--- config.mk ---
export PLATFORM = sky130hd
export DESIGN_NAME = ball_frame_collector
export DESIGN_NICKNAME = d
export VERILOG_FILES = /design/src/rtl/ball_frame_pkg.sv /design/src/rtl/ball_slot_array.sv /design/src/rtl/ball_frame_collector.sv
export SDC_FILE = /design/constraint.sdc
export NUM_CORES = 1
export LEC_CHECK = 0
export CAP_MARGIN = 5
export CORE_MARGIN = 5
export CORE_UTILIZATION = 30
export CTS_CLUSTER_DIAMETER = 120
export DETAILED_ROUTE_END_ITERATION = 10
export GPL_TIMING_DRIVEN = 0
export PLACE_DENSITY_LB_ADDON = 0.05
export SLEW_MARGIN = 20
export SYNTH_ARGS = -nofsm -noshare
export SYNTH_HDL_FRONTEND = slang
export SYNTH_SLANG_ARGS = --single-unit
--- constraint.sdc ---
create_clock -name clk_in -period 6.45 [get_ports clk_in]
set_input_delay 0.645 -clock clk_in [delete_from_list [all_inputs] [get_ports clk_in]]
set_output_delay 0.645 -clock clk_in [all_outputs]
set_load 0.05 [all_outputs]
--- src/rtl/ball_frame_pkg.sv ---
// Shared widths, slot-count default and FSM states for the ball frame collector.
package ball_frame_pkg;

   localparam int DEF_MAX_BALLS = 7;
   localparam int X_W           = 11;
   localparam int Y_W           = 10;
   localparam int CNT_W         = 3;

   typedef enum logic [1:0] {
      COLLECT,
      PAD,
      EMIT,
      WAIT_EVAL
   } state_t;

endpackage

--- src/rtl/ball_slot_array.sv ---
// Slot storage for one frame: append or ordered insert, then pad fill.
// BALL_SORT_EN keeps slots 0..count-1 in ascending, stable x order.
module ball_slot_array
   import ball_frame_pkg::*;
#(
   parameter int MAX_BALLS = DEF_MAX_BALLS,
   parameter int PAD_X     = 0,
   parameter int PAD_Y     = 0
) (
   input  logic                               clk_in,
   input  logic                               rst_in,
   input  logic                               store_in,
   input  logic                               pad_in,
   input  logic [CNT_W-1:0]                   count_in,
   input  logic [X_W-1:0]                     x_in,
   input  logic [Y_W-1:0]                     y_in,
   output logic [MAX_BALLS-1:0][X_W-1:0]      x_out,
   output logic [MAX_BALLS-1:0][Y_W-1:0]      y_out
);

   logic [MAX_BALLS-1:0][X_W-1:0] x_q, x_d, x_sh;
   logic [MAX_BALLS-1:0][Y_W-1:0] y_q, y_d, y_sh;
   logic [MAX_BALLS-1:0]          le, prev_le;

   // le marks stored entries that stay ahead of the new centroid
   always_comb begin
      le = '0;
      for (int i = 0; i < MAX_BALLS; i++)
         le[i] = (i < int'(count_in)) && (x_q[i] <= x_in);
      prev_le = {le[MAX_BALLS-2:0], 1'b1};
      x_sh    = {x_q[MAX_BALLS-2:0], {X_W{1'b0}}};
      y_sh    = {y_q[MAX_BALLS-2:0], {Y_W{1'b0}}};
   end

   always_comb begin
      x_d = x_q;
      y_d = y_q;
      if (pad_in) begin
         for (int i = 0; i < MAX_BALLS; i++) begin
            if (i >= int'(count_in)) begin
               x_d[i] = X_W'(PAD_X);
               y_d[i] = Y_W'(PAD_Y);
            end
         end
      end else if (store_in) begin
         for (int i = 0; i < MAX_BALLS; i++) begin
`ifdef BALL_SORT_EN
            if (i <= int'(count_in) && !le[i]) begin
               if (prev_le[i]) begin
                  x_d[i] = x_in;
                  y_d[i] = y_in;
               end else begin
                  x_d[i] = x_sh[i];
                  y_d[i] = y_sh[i];
               end
            end
`else
            if (i == int'(count_in)) begin
               x_d[i] = x_in;
               y_d[i] = y_in;
            end
`endif
         end
      end
   end

   always_ff @(posedge clk_in) begin
      if (!rst_in) begin
         x_q <= {MAX_BALLS{X_W'(PAD_X)}};
         y_q <= {MAX_BALLS{Y_W'(PAD_Y)}};
      end else begin
         x_q <= x_d;
         y_q <= y_d;
      end
   end

   assign x_out = x_q;
   assign y_out = y_q;

endmodule

--- src/rtl/ball_frame_collector.sv ---
// Collects ball centroids into a fixed slot frame and hands it to an evaluator.
// Define BALL_SORT_EN to store slots in ascending x order.
module ball_frame_collector
   import ball_frame_pkg::*;
#(
   parameter int MAX_BALLS = DEF_MAX_BALLS,
   parameter int PAD_X     = 0,
   parameter int PAD_Y     = 0
) (
   input  logic                          clk_in,
   input  logic                          rst_in,
   input  logic                          centroid_valid_in,
   input  logic [X_W-1:0]                centroid_x_in,
   input  logic [Y_W-1:0]                centroid_y_in,
   input  logic                          frame_end_in,
   output logic                          centroid_ready_out,
   input  logic [CNT_W-1:0]              num_balls_in,
   input  logic                          eval_done_in,
   output logic                          data_valid_out,
   output logic [MAX_BALLS-1:0][X_W-1:0] real_balls_x_out,
   output logic [MAX_BALLS-1:0][Y_W-1:0] real_balls_y_out,
   output logic [CNT_W-1:0]              count_out,
   output logic                          overflow_out
);

   state_t           state_q, state_d;
   logic [CNT_W-1:0] count_q, num_q, num_clamp, num_eff;
   logic             num_vld_q, ovf_q;
   logic             acc, fe_acc, store, drop, pad_en;

   assign acc       = centroid_valid_in && centroid_ready_out;
   assign fe_acc    = frame_end_in && centroid_ready_out;
   assign num_clamp = (num_balls_in > CNT_W'(MAX_BALLS)) ?
                      CNT_W'(MAX_BALLS) : num_balls_in;
   // the first accepted beat of a frame uses the live count directly
   assign num_eff   = num_vld_q ? num_q : num_clamp;
   assign store     = acc && (count_q < num_eff);
   assign drop      = acc && !store;

   always_ff @(posedge clk_in) begin
      if (!rst_in) state_q <= COLLECT;
      else         state_q <= state_d;
   end

   always_comb begin
      state_d = state_q;
      unique case (state_q)
         COLLECT:   if (fe_acc) state_d = PAD;
         PAD:       state_d = EMIT;
         EMIT:      state_d = WAIT_EVAL;
         WAIT_EVAL: if (eval_done_in) state_d = COLLECT;
         default:   state_d = COLLECT;
      endcase
   end

   always_comb begin
      centroid_ready_out = (state_q == COLLECT);
      data_valid_out     = (state_q == EMIT);
      pad_en             = (state_q == PAD);
   end

   always_ff @(posedge clk_in) begin
      if (!rst_in) begin
         count_q   <= '0;
         num_q     <= '0;
         num_vld_q <= 1'b0;
         ovf_q     <= 1'b0;
      end else if (state_q == WAIT_EVAL && eval_done_in) begin
         count_q   <= '0;
         num_vld_q <= 1'b0;
         ovf_q     <= 1'b0;
      end else begin
         if ((acc || fe_acc) && !num_vld_q) begin
            num_q     <= num_clamp;
            num_vld_q <= 1'b1;
         end
         if (store) count_q <= count_q + 1'b1;
         if (drop)  ovf_q   <= 1'b1;
      end
   end

   ball_slot_array #(
      .MAX_BALLS (MAX_BALLS),
      .PAD_X     (PAD_X),
      .PAD_Y     (PAD_Y)
   ) u_slots (
      .clk_in   (clk_in),
      .rst_in   (rst_in),
      .store_in (store),
      .pad_in   (pad_en),
      .count_in (count_q),
      .x_in     (centroid_x_in),
      .y_in     (centroid_y_in),
      .x_out    (real_balls_x_out),
      .y_out    (real_balls_y_out)
   );

   assign count_out    = count_q;
   assign overflow_out = ovf_q;

endmodule

==> Word-level counts from Yosys, hierarchy flattened <==
Cells that the tools add are included.
{ "totals": {"output_inout_bits": 153, "wordCells": 115, "ff_bits": 157} }
{ "op_classes": {"n_reduce_logical": 29, "n_mux": 37, "n_bitwise": 2, "add_sub_neg": 1, "magnitude_cmp": 9, "eq_ne": 18} }
{ "op_table": {"columns": ["op", "count"], "rows": [
  ["11-bit two-way mux", 14],
  ["77-bit two-way mux", 2],
  ["10-bit two-way mux", 14],
  ["70-bit two-way mux", 2],
  ["3-bit AND reduction", 7],
  ["2-bit by 1-bit inequality test with 1-bit output, second input constant", 8],
  ["2-bit nonzero test", 8],
  ["3-bit == test, first input constant", 4],
  ["3-bit greater-or-equal comparator, first input constant", 3],
  ["2-bit case mux with 4 select lines", 1],
  ["2-bit by 3-bit == test with 1-bit output, first input constant", 2],
  ["1-bit by 3-bit greater-or-equal comparator with 1-bit output, first input constant", 2],
  ["2-bit by 3-bit greater-or-equal comparator with 1-bit output, first input constant", 2],
  ["1-bit logical AND", 6],
  ["3-bit two-way mux", 2],
  ["2-bit == test, second input constant", 2],
  ["2-bit two-way mux", 2],
  ["2-bit AND reduction", 2],
  ["3-bit by 1-bit adder with 3-bit output, second input constant", 1],
  ["3-bit > comparator, second input constant", 1],
  ["3-bit logical NOT", 1],
  ["3-bit less-than comparator", 1],
  ["2-bit by 1-bit == test with 1-bit output, second input constant", 1],
  ["1-bit logical NOT", 2],
  ["5 further kinds", 6]
]} }

==> Longest topological paths before layout <==
Gate-level depths: netlist of the first run.
{ "depth": {"depth_word": 7, "ltp_mapped": 9} }

==> Modules after synthesis <==
A second synthesis of the first run with hierarchy kept.
{ "hier_totals": {"hier_cells": 536, "hier_area_um2": 5845.6} }
{ "modules_own_cells": {"columns": ["module", "area_per_inst_um2", "cells_per_inst", "instances", "seq_area_each_um2"], "rows": [
  ["ball_slot_array", 5281.3, 474, 1, 2942.8],
  ["ball_frame_collector", 564.3, 62, 1, 200.2]
]} }

==> Least setup slack after synthesis of the first run <==
No wires, ideal clock.
{ "synth_path": {"path_type": "flip-flop to flip-flop", "start": "reg count_q[1] (netlist: count_out[1])", "end": "reg u_slots.x_q (netlist bit u_slots.x_out[55])", "t_required_ns": 6.333, "setup_ns": 0.117, "path_slack_ns": 4.009, "path_stages_with_launch": 8, "arrival_time_ns": 2.325, "path_cell_list": "dfxtp_1 -> ha_1 -> and2_1 -> a221o_2 -> nor2_4 -> a21oi_1 -> buf_2 -> a22o_1"} }
{ "synth_via": {"elab_chain_len": 4} }
{ "synth_lines": {"columns": ["item", "line_no", "text"], "rows": [
  ["start, declared", "ball_frame_collector.sv:27", "logic [CNT_W-1:0] count_q, num_q, num_clamp, num_eff;"],
  ["start signal, assigned", "ball_frame_collector.sv:77", "if (store) count_q <= count_q + 1'b1;"],
  ["3-bit less-than comparator", "ball_frame_collector.sv:37", "assign store = acc && (count_q < num_eff);"],
  ["1-bit logical AND", "ball_frame_collector.sv:37", null],
  ["2-bit nonzero test (no line)", null, null],
  ["3-bit AND reduction (no line) *", null, null],
  ["end signal, assigned", "ball_slot_array.sv:69", "x_q <= {MAX_BALLS{X_W'(PAD_X)}};"],
  ["end, declared", "ball_slot_array.sv:21", "logic [MAX_BALLS-1:0][X_W-1:0] x_q, x_d, x_sh;"]
]} }
Mark *: on every way between the ends. The rest lies on a longest branch, timed or not.
A chain may end at the register's enable or synchronous reset.

==> Worst setup path in the final report of the first run <==
{ "layout_path": {"start": "in num_balls_in[2]", "end": "reg u_slots.y_q (netlist bit u_slots.y_out[8])"} }
{ "layout_via": {"elab_chain_len": 7} }
{ "layout_lines": {"columns": ["item", "line_no", "text"], "rows": [
  ["start, declared", "ball_frame_collector.sv:17", "input logic [CNT_W-1:0] num_balls_in,"],
  ["3-bit > comparator", "ball_frame_collector.sv:33", "assign num_clamp = (num_balls_in > CNT_W'(MAX_BALLS)) ?"],
  ["3-bit two-way mux *", "ball_frame_collector.sv:33", null],
  ["3-bit two-way mux *", "ball_frame_collector.sv:36", "assign num_eff = num_vld_q ? num_q : num_clamp;"],
  ["3-bit less-than comparator *", "ball_frame_collector.sv:37", null],
  ["1-bit logical AND *", "ball_frame_collector.sv:37", null],
  ["2-bit nonzero test (no line) *", null, null],
  ["3-bit AND reduction (no line) *", null, null],
  ["end signal, assigned", "ball_slot_array.sv:70", "y_q <= {MAX_BALLS{Y_W'(PAD_Y)}};"],
  ["end signal, assigned", "ball_slot_array.sv:73", "y_q <= y_d;"],
  ["end, declared", "ball_slot_array.sv:22", "logic [MAX_BALLS-1:0][Y_W-1:0] y_q, y_d, y_sh;"]
]} }
Marks and branches as above.

==> results of run 1 <==
[path summary, 6_finish.rpt]
path	startpoint	depth (start not counted)	slack, ns	to
min	u_slots.x_out[29]	2	0.46	u_slots.x_out[29]
max reg2reg	num_vld_q	7	3.90	u_slots.y_out[8]
min reg2reg	u_slots.x_out[29]	2	0.46	u_slots.x_out[29]
max	num_balls_in[2]	8	3.74	u_slots.y_out[8]
[per-stage QoR]
stage          hold WS (ns)  worst slack (ns)  cell area, um2
6_report              0.455              3.74            8960
3_3_place_gp          0.437              3.32            8320
4_1_cts               0.459              3.71            8960
5_1_grt               0.476              3.58            8960
3_5_place_dp          0.443              3.30            8320
2_1_floorplan         0.485              4.01            6170
[routing by layer]
layer / global-route usage / vias to the layer above
met1: 0.202 / 2291
li1: - / 2443
met5: 0 / -
met2: 0.268 / 150
met3: 0.0605 / 21
met4: 0.0568 / 0
[area by class of cell]
cell class              instances  share of cell area
clock buffers                  22              0.0551
flip-flops and latches        157               0.351
plain buffers                  43              0.0281
multi-input cells             389               0.306
well taps                     270              0.0377
repair buffers                181               0.202
inverters                       8             0.00335
clock inverters                10              0.0166
[flip-flops by register name (all words and copies together), names as in the netlist]
register / flops
count_out: 3
num_vld_q: 1
u_slots.y_out: 70
u_slots.x_out: 77
overflow_out: 1
state_q: 2
num_q: 3
[cells by family (layout without fill, tap and decap cells)]
group                      Yosys count  in the layout  synth area share
muxes                               92             92             0.149
DFF                                157            157             0.509
and+or+nand+nor                    200            200             0.161
AOI/OAI and AO/OA                   85             85             0.111
xor gates and xnor gates             1              1           0.00142
buffers and inverters               51            264            0.0456
adders and majority gates           11             11            0.0223
[where the power goes]
group	internal (uW)	switching [uW]	leakage (uW)
Combinational	616	1210	0.00180
Clock	667	413	0.000310
Sequential	1150	115	0.00127
[critical path: cells and delay by family]
| kind | cells | cell delay, ns |
|---|---|---|
| buf+inv | 2 | 0.83 |
| simple gates | 1 | 0.56 |
| compound gates | 2 | 0.40 |
| fa+ha+maj | 1 | 0.32 |
| mux | 2 | 0.30 |
[cell usage in the layout (no fill, tap or decap), types with 2 or more instances in the layout]
cell	count
a21oi_1	6
a22o_1	42
a31oi_1	3
buf_2	6
buf_4	6
buf_6	8
bufinv_16	3
clkbuf_1	23
clkbuf_16	17
clkbuf_8	5
clkdlybuf4s50_1	181
clkinvlp_4	2
dfxtp_1	157
ha_1	11
inv_1	8
inv_6	4
mux2i_1	92
nand2_1	132
nand3_1	3
nand3_2	19
nand3b_1	2
nor2_1	7
nor2b_1	26
nor3_1	3
o21ai_0	5
o21ai_1	2
o21ai_2	19
[Yosys cell counts (2+ instances only)]
library cell  number  area [um2]
a31oi_1            3        18.8
o21ai_0            5        25.0
a22o_1            42         368
inv_1              8        30.0
buf_2              6        30.0
buf_6              8        90.1
a21oi_1            6        30.0
nand3b_1           2        15.0
o21ai_1            2        10.0
nor3_1             3        15.0
buf_4              6        45.0
ha_1              11         138
nand3_2           19         190
o21ai_2           19         166
clkbuf_1          23        86.3
nand3_1            3        15.0
nand2_1          132         495
nor2b_1           26         163
nor2_1             7        26.3
mux2i_1           92         921
dfxtp_1          157        3140
==> flow_metrics.env, run 1 <==
export IMPL_outcome="finished, final reports clean"
export IMPL_cp_common_cell="mux2i_1"
export IMPL_first_iter_violations=228
export IMPL_dp_cells=1048
export IMPL_drt_pass1_iter_count=4
export IMPL_setup_viol=0
export IMPL_clockBufferDepth=2
export IMPL_hpwlAfterDp_um=15300
export IMPL_syn_area_um2=6170
export IMPL_yosys_cell_types_count=38
export IMPL_synth_avg_cell_area_um2=10.3
export IMPL_wl_met1_um=8600
export IMPL_hold_violations=0
export IMPL_htreeDepth=4
export IMPL_drv_slew=0
export IMPL_start_util=0.305
export IMPL_grt_start_max_net_pins=17
export IMPL_fin_total_pwr_uw=4170
export IMPL_synth_cells=597
export IMPL_fin_crit_sh=0.420
export IMPL_final_nets=837
export IMPL_wl_met3_um=1550
export IMPL_drtAntennaViolNets=0
export IMPL_slowest_delay_ns=0.56
export IMPL_syn_to_final_growth_pct=45.2
export IMPL_routed_wirelength_um=19400
export IMPL_cts_tree="built"
export IMPL_yosysWarnings=0
export IMPL_clock_latency_ns=0.42
export IMPL_highest_layer="met4"
export IMPL_grt_usage=0.165
export IMPL_crit_path_start_kind="input pin"
export IMPL_crit_chain="clkdlybuf4s50_1, mux2i_1, ha_1, a211oi_2, o22ai_1, nor3_1, buf_4, mux2i_1"
export IMPL_fmax_ghz=0.369
export IMPL_regArea_um2=3140
export IMPL_syn_num_nets=637
export IMPL_async_reset_ff_frac=0
export IMPL_relSlewSlack=0.588
export IMPL_synth_edf_count=0
export IMPL_layout_cells_non_filler=1080
export IMPL_worst_pin_slew_ns=0.614
export IMPL_row_count=52
export IMPL_crit_arrival_ns=3.05
export IMPL_nFillCells=1946
export IMPL_fp_coreArea_um2=20200
export IMPL_setup_tns_final_ns=0
export IMPL_path_class="in -> reg"
export IMPL_hold_buffers=0
export IMPL_dr_wl_met2_um=8900
export IMPL_synth_seq_cells=157
export IMPL_place_gp_congestion=0.806
export IMPL_die_area_um2=23500
export IMPL_numCtsBuffers=17
export IMPL_root_buffer="clkbuf_16"
export IMPL_die_w_um=153
export IMPL_die_y_um=153
export IMPL_crit_path_end_kind="flip-flop"
export IMPL_powerDensity_nw_per_um2=465
export IMPL_cts_resized=0
export IMPL_grt_pass1_vias=5257
export IMPL_io_pins=182
export IMPL_cp_max_fo=10
export IMPL_vias=4905
export IMPL_slowest_stage="nor3_1"
export IMPL_grt_overflow=0
export IMPL_cts_sinks=157
export IMPL_drc=0
export IMPL_hold_class="reg -> reg"
export IMPL_ir_worst_vdd_mv=0.164
export IMPL_multi_input_area_um2=2750
export IMPL_yosysSeqAreaShare=0.509
export IMPL_portBuffers=181
export IMPL_drive_gt1_frac=0.119
export IMPL_post_cts_buffers=0
export IMPL_antenna_found_initial=0
export IMPL_insertedDiodeCount=0
export IMPL_viasPerCell=4.54
export IMPL_cts_clk_slew_worst_paths_ns=0.06
export IMPL_synth_top_flop_cell="dfxtp_1"
export IMPL_clock_skew_ns=0.0113
export IMPL_post_route_min_period_ns=2.71
export IMPL_wl_per_cell_um=18.0
export IMPL_rsz0062_at_grt="false"
export IMPL_cellLeakagePower_uw=0.00338
export IMPL_maxCapViolCount=0
export IMPL_grt_pass1_wl_um=30400
export IMPL_worstPathRequired_ns=6.80
export IMPL_post_route_util=0.443
(Power assumes the default switching activity.)
==> run 2: changes to the inputs <==
- clock period: 6.45 -> 2.6 ns (I/O delays scaled with it)
==> run 2 against run 1 <==
  * First-iteration DRC count fell by 7.5%
  * Power rose by 150%
  * Clock skew fell by 0.00054 ns
  * Clock power rose by 150%
  * Clock-buffer cell count did not move
==> flow_metrics.env, run 2 (same netlist as run 1, synthesis figures left out) <==
export IMPL_crit_path_start="num_vld_q"
export IMPL_timing_critical_path_to="u_slots.x_out[61]"
export IMPL_crit_path_start_kind="flip-flop"
export IMPL_cts_tree="built"
export IMPL_drc=0
export IMPL_htreeDepth=4
export IMPL_grt_overflow=0
export IMPL_setup_viol=0
export IMPL_portBuffers=181
export IMPL_fp_coreArea_um2=20200
export IMPL_drive_gt1_frac=0.123
export IMPL_crit_arrival_ns=2.73
export IMPL_placed_area_um2=8320
export IMPL_die_area_um2=23500
export IMPL_place_gp_congestion=0.806
export IMPL_clockBufferDepth=2
export IMPL_io_pins=182
export IMPL_relSlewSlack=0.581
export IMPL_use_met1=0.202
export IMPL_wl_per_cell_um=17.9
export IMPL_ir_worst_vdd_mv=0.405
export IMPL_postLayoutCellArea_um2=8980
export IMPL_clock_latency_ns=0.42
export IMPL_rsz0062_at_grt="false"
export IMPL_setup_tns_final_ns=0
export IMPL_fmax_ghz=0.412
export IMPL_final_nets=838
export IMPL_worst_pin_slew_ns=0.629
export IMPL_hold_violations=0
export IMPL_grt_busiest_layer="met2"
export IMPL_numCtsBuffers=17
export IMPL_grt_pass1_vias=5257
export IMPL_worstPathRequired_ns=2.91
export IMPL_path_class="reg -> reg"
export IMPL_place_ws_ns=-0.166
export IMPL_r2r_slack_ns=0.17
export IMPL_post_route_util=0.444
export IMPL_grt_use_met3=0.0605
export IMPL_routed_wirelength_um=19400
export IMPL_cts_sinks=157
export IMPL_layout_cells_non_filler=1081
export IMPL_start_util=0.305
export IMPL_root_buffer="clkbuf_16"
export IMPL_cellLeakagePower_uw=0.00339
export IMPL_syn_to_final_growth_pct=45.6
export IMPL_hold_class="in -> reg"
export IMPL_first_iter_violations=211
export IMPL_crit_path_end_kind="flip-flop"
export IMPL_grt_usage=0.165
export IMPL_cp_max_fo=10
export IMPL_die_y_um=153
export IMPL_powerDensity_nw_per_um2=1150
export IMPL_largest_reg_flops=77
export IMPL_dp_cells=1048
export IMPL_layout_common_cells="clkdlybuf4s50_1, dfxtp_1, nand2_1"
export IMPL_hpwlAfterDp_um=15300
export IMPL_drv_slew=0
export IMPL_grt_pass1_wl_um=30400
export IMPL_drtAntennaViolNets=0
export IMPL_mostFrequentLayoutCell="clkdlybuf4s50_1"
export IMPL_die_w_um=153
export IMPL_reg2reg_from="num_vld_q"
export IMPL_insertedDiodeCount=0
export IMPL_cts_clk_slew_worst_paths_ns=0.07
export IMPL_reg2reg_to="u_slots.x_out[61]"
export IMPL_viasPerCell=4.54
export IMPL_clock_skew_ns=0.0107
export IMPL_met2_usage=0.268
export IMPL_maxCapViolCount=0
export IMPL_antenna_found_initial=0
export IMPL_post_route_min_period_ns=2.43
export IMPL_outcome="finished, final reports clean"
export IMPL_drt_pass1_iter_count=4
export IMPL_fin_crit_sh=0.934
export IMPL_r2r_worst_path_cells=8
export IMPL_grt_start_max_net_pins=17
export IMPL_fin_ws_ns=0.172
export IMPL_vias=4911
export IMPL_row_count=52
==> run 2: how the worst min path moves through the flow <==
stage,slack [ns],endpoint,cells past startpoint,start
final,0.43,u_slots.y_out[30],3,centroid_y_in[0]
after global routing,0.43,u_slots.x_out[38],3,centroid_x_in[5]
after CTS,0.40,u_slots.y_out[30],3,centroid_y_in[0]
after detailed placement,0.44,u_slots.y_out[31],2,u_slots.y_out[31]
after global placement,0.44,u_slots.y_out[30],2,u_slots.y_out[30]
after floorplan,0.38,u_slots.x_out[34],2,centroid_x_in[1]
==> run 2: repair_timing <==
item	in CTS	in global routing
hold buffers	0	0
setup endpoints to repair	1	62
gates resized for setup	1	2
setup buffers	0	1
pin swaps	0	1
==> run 2: cell type report <==
type,count,area (um2)
buffer,43,251
sequential,157,3140
multi-input combinational,389,2760
fill,1944,11300
clock buffer,22,494
timing repair buffer,182,1820
inverter,8,30.0
clock inverter,10,149
tap,270,338
==> run 2: critical path: stages (launching register included) <==
cell and delay (ns):
dfxtp_2 0.38, mux2i_1 0.21, ha_1 0.28, and2_1 0.18
a221o_2 0.46, nor2_4 0.19, a21oi_1 0.13, buf_2 0.21
a22o_1 0.25
==> run 2: metrics by stage <==
stage                     hold slack (ns)  power (uW)
after detailed placement            0.443        7780
final                               0.426       10400
after global placement              0.437        7720
after global routing                0.430       10900
after floorplan                     0.381        6280
after CTS                           0.403       10500
==> run 2: where the power goes <==
part / switching (uW) / internal [uW]
sequential: 287 / 2850
combinational: 3000 / 1540
clock: 1030 / 1660
total: 4310 / 6050
==> run 2: routing by layer <==
| metal | vias up | wire (um) |
|---|---|---|
| met5 | - | 0 |
| met4 | 0 | 360 |
| met3 | 22 | 1490 |
| met2 | 144 | 8910 |
| met1 | 2301 | 8640 |
| li1 | 2444 | - |
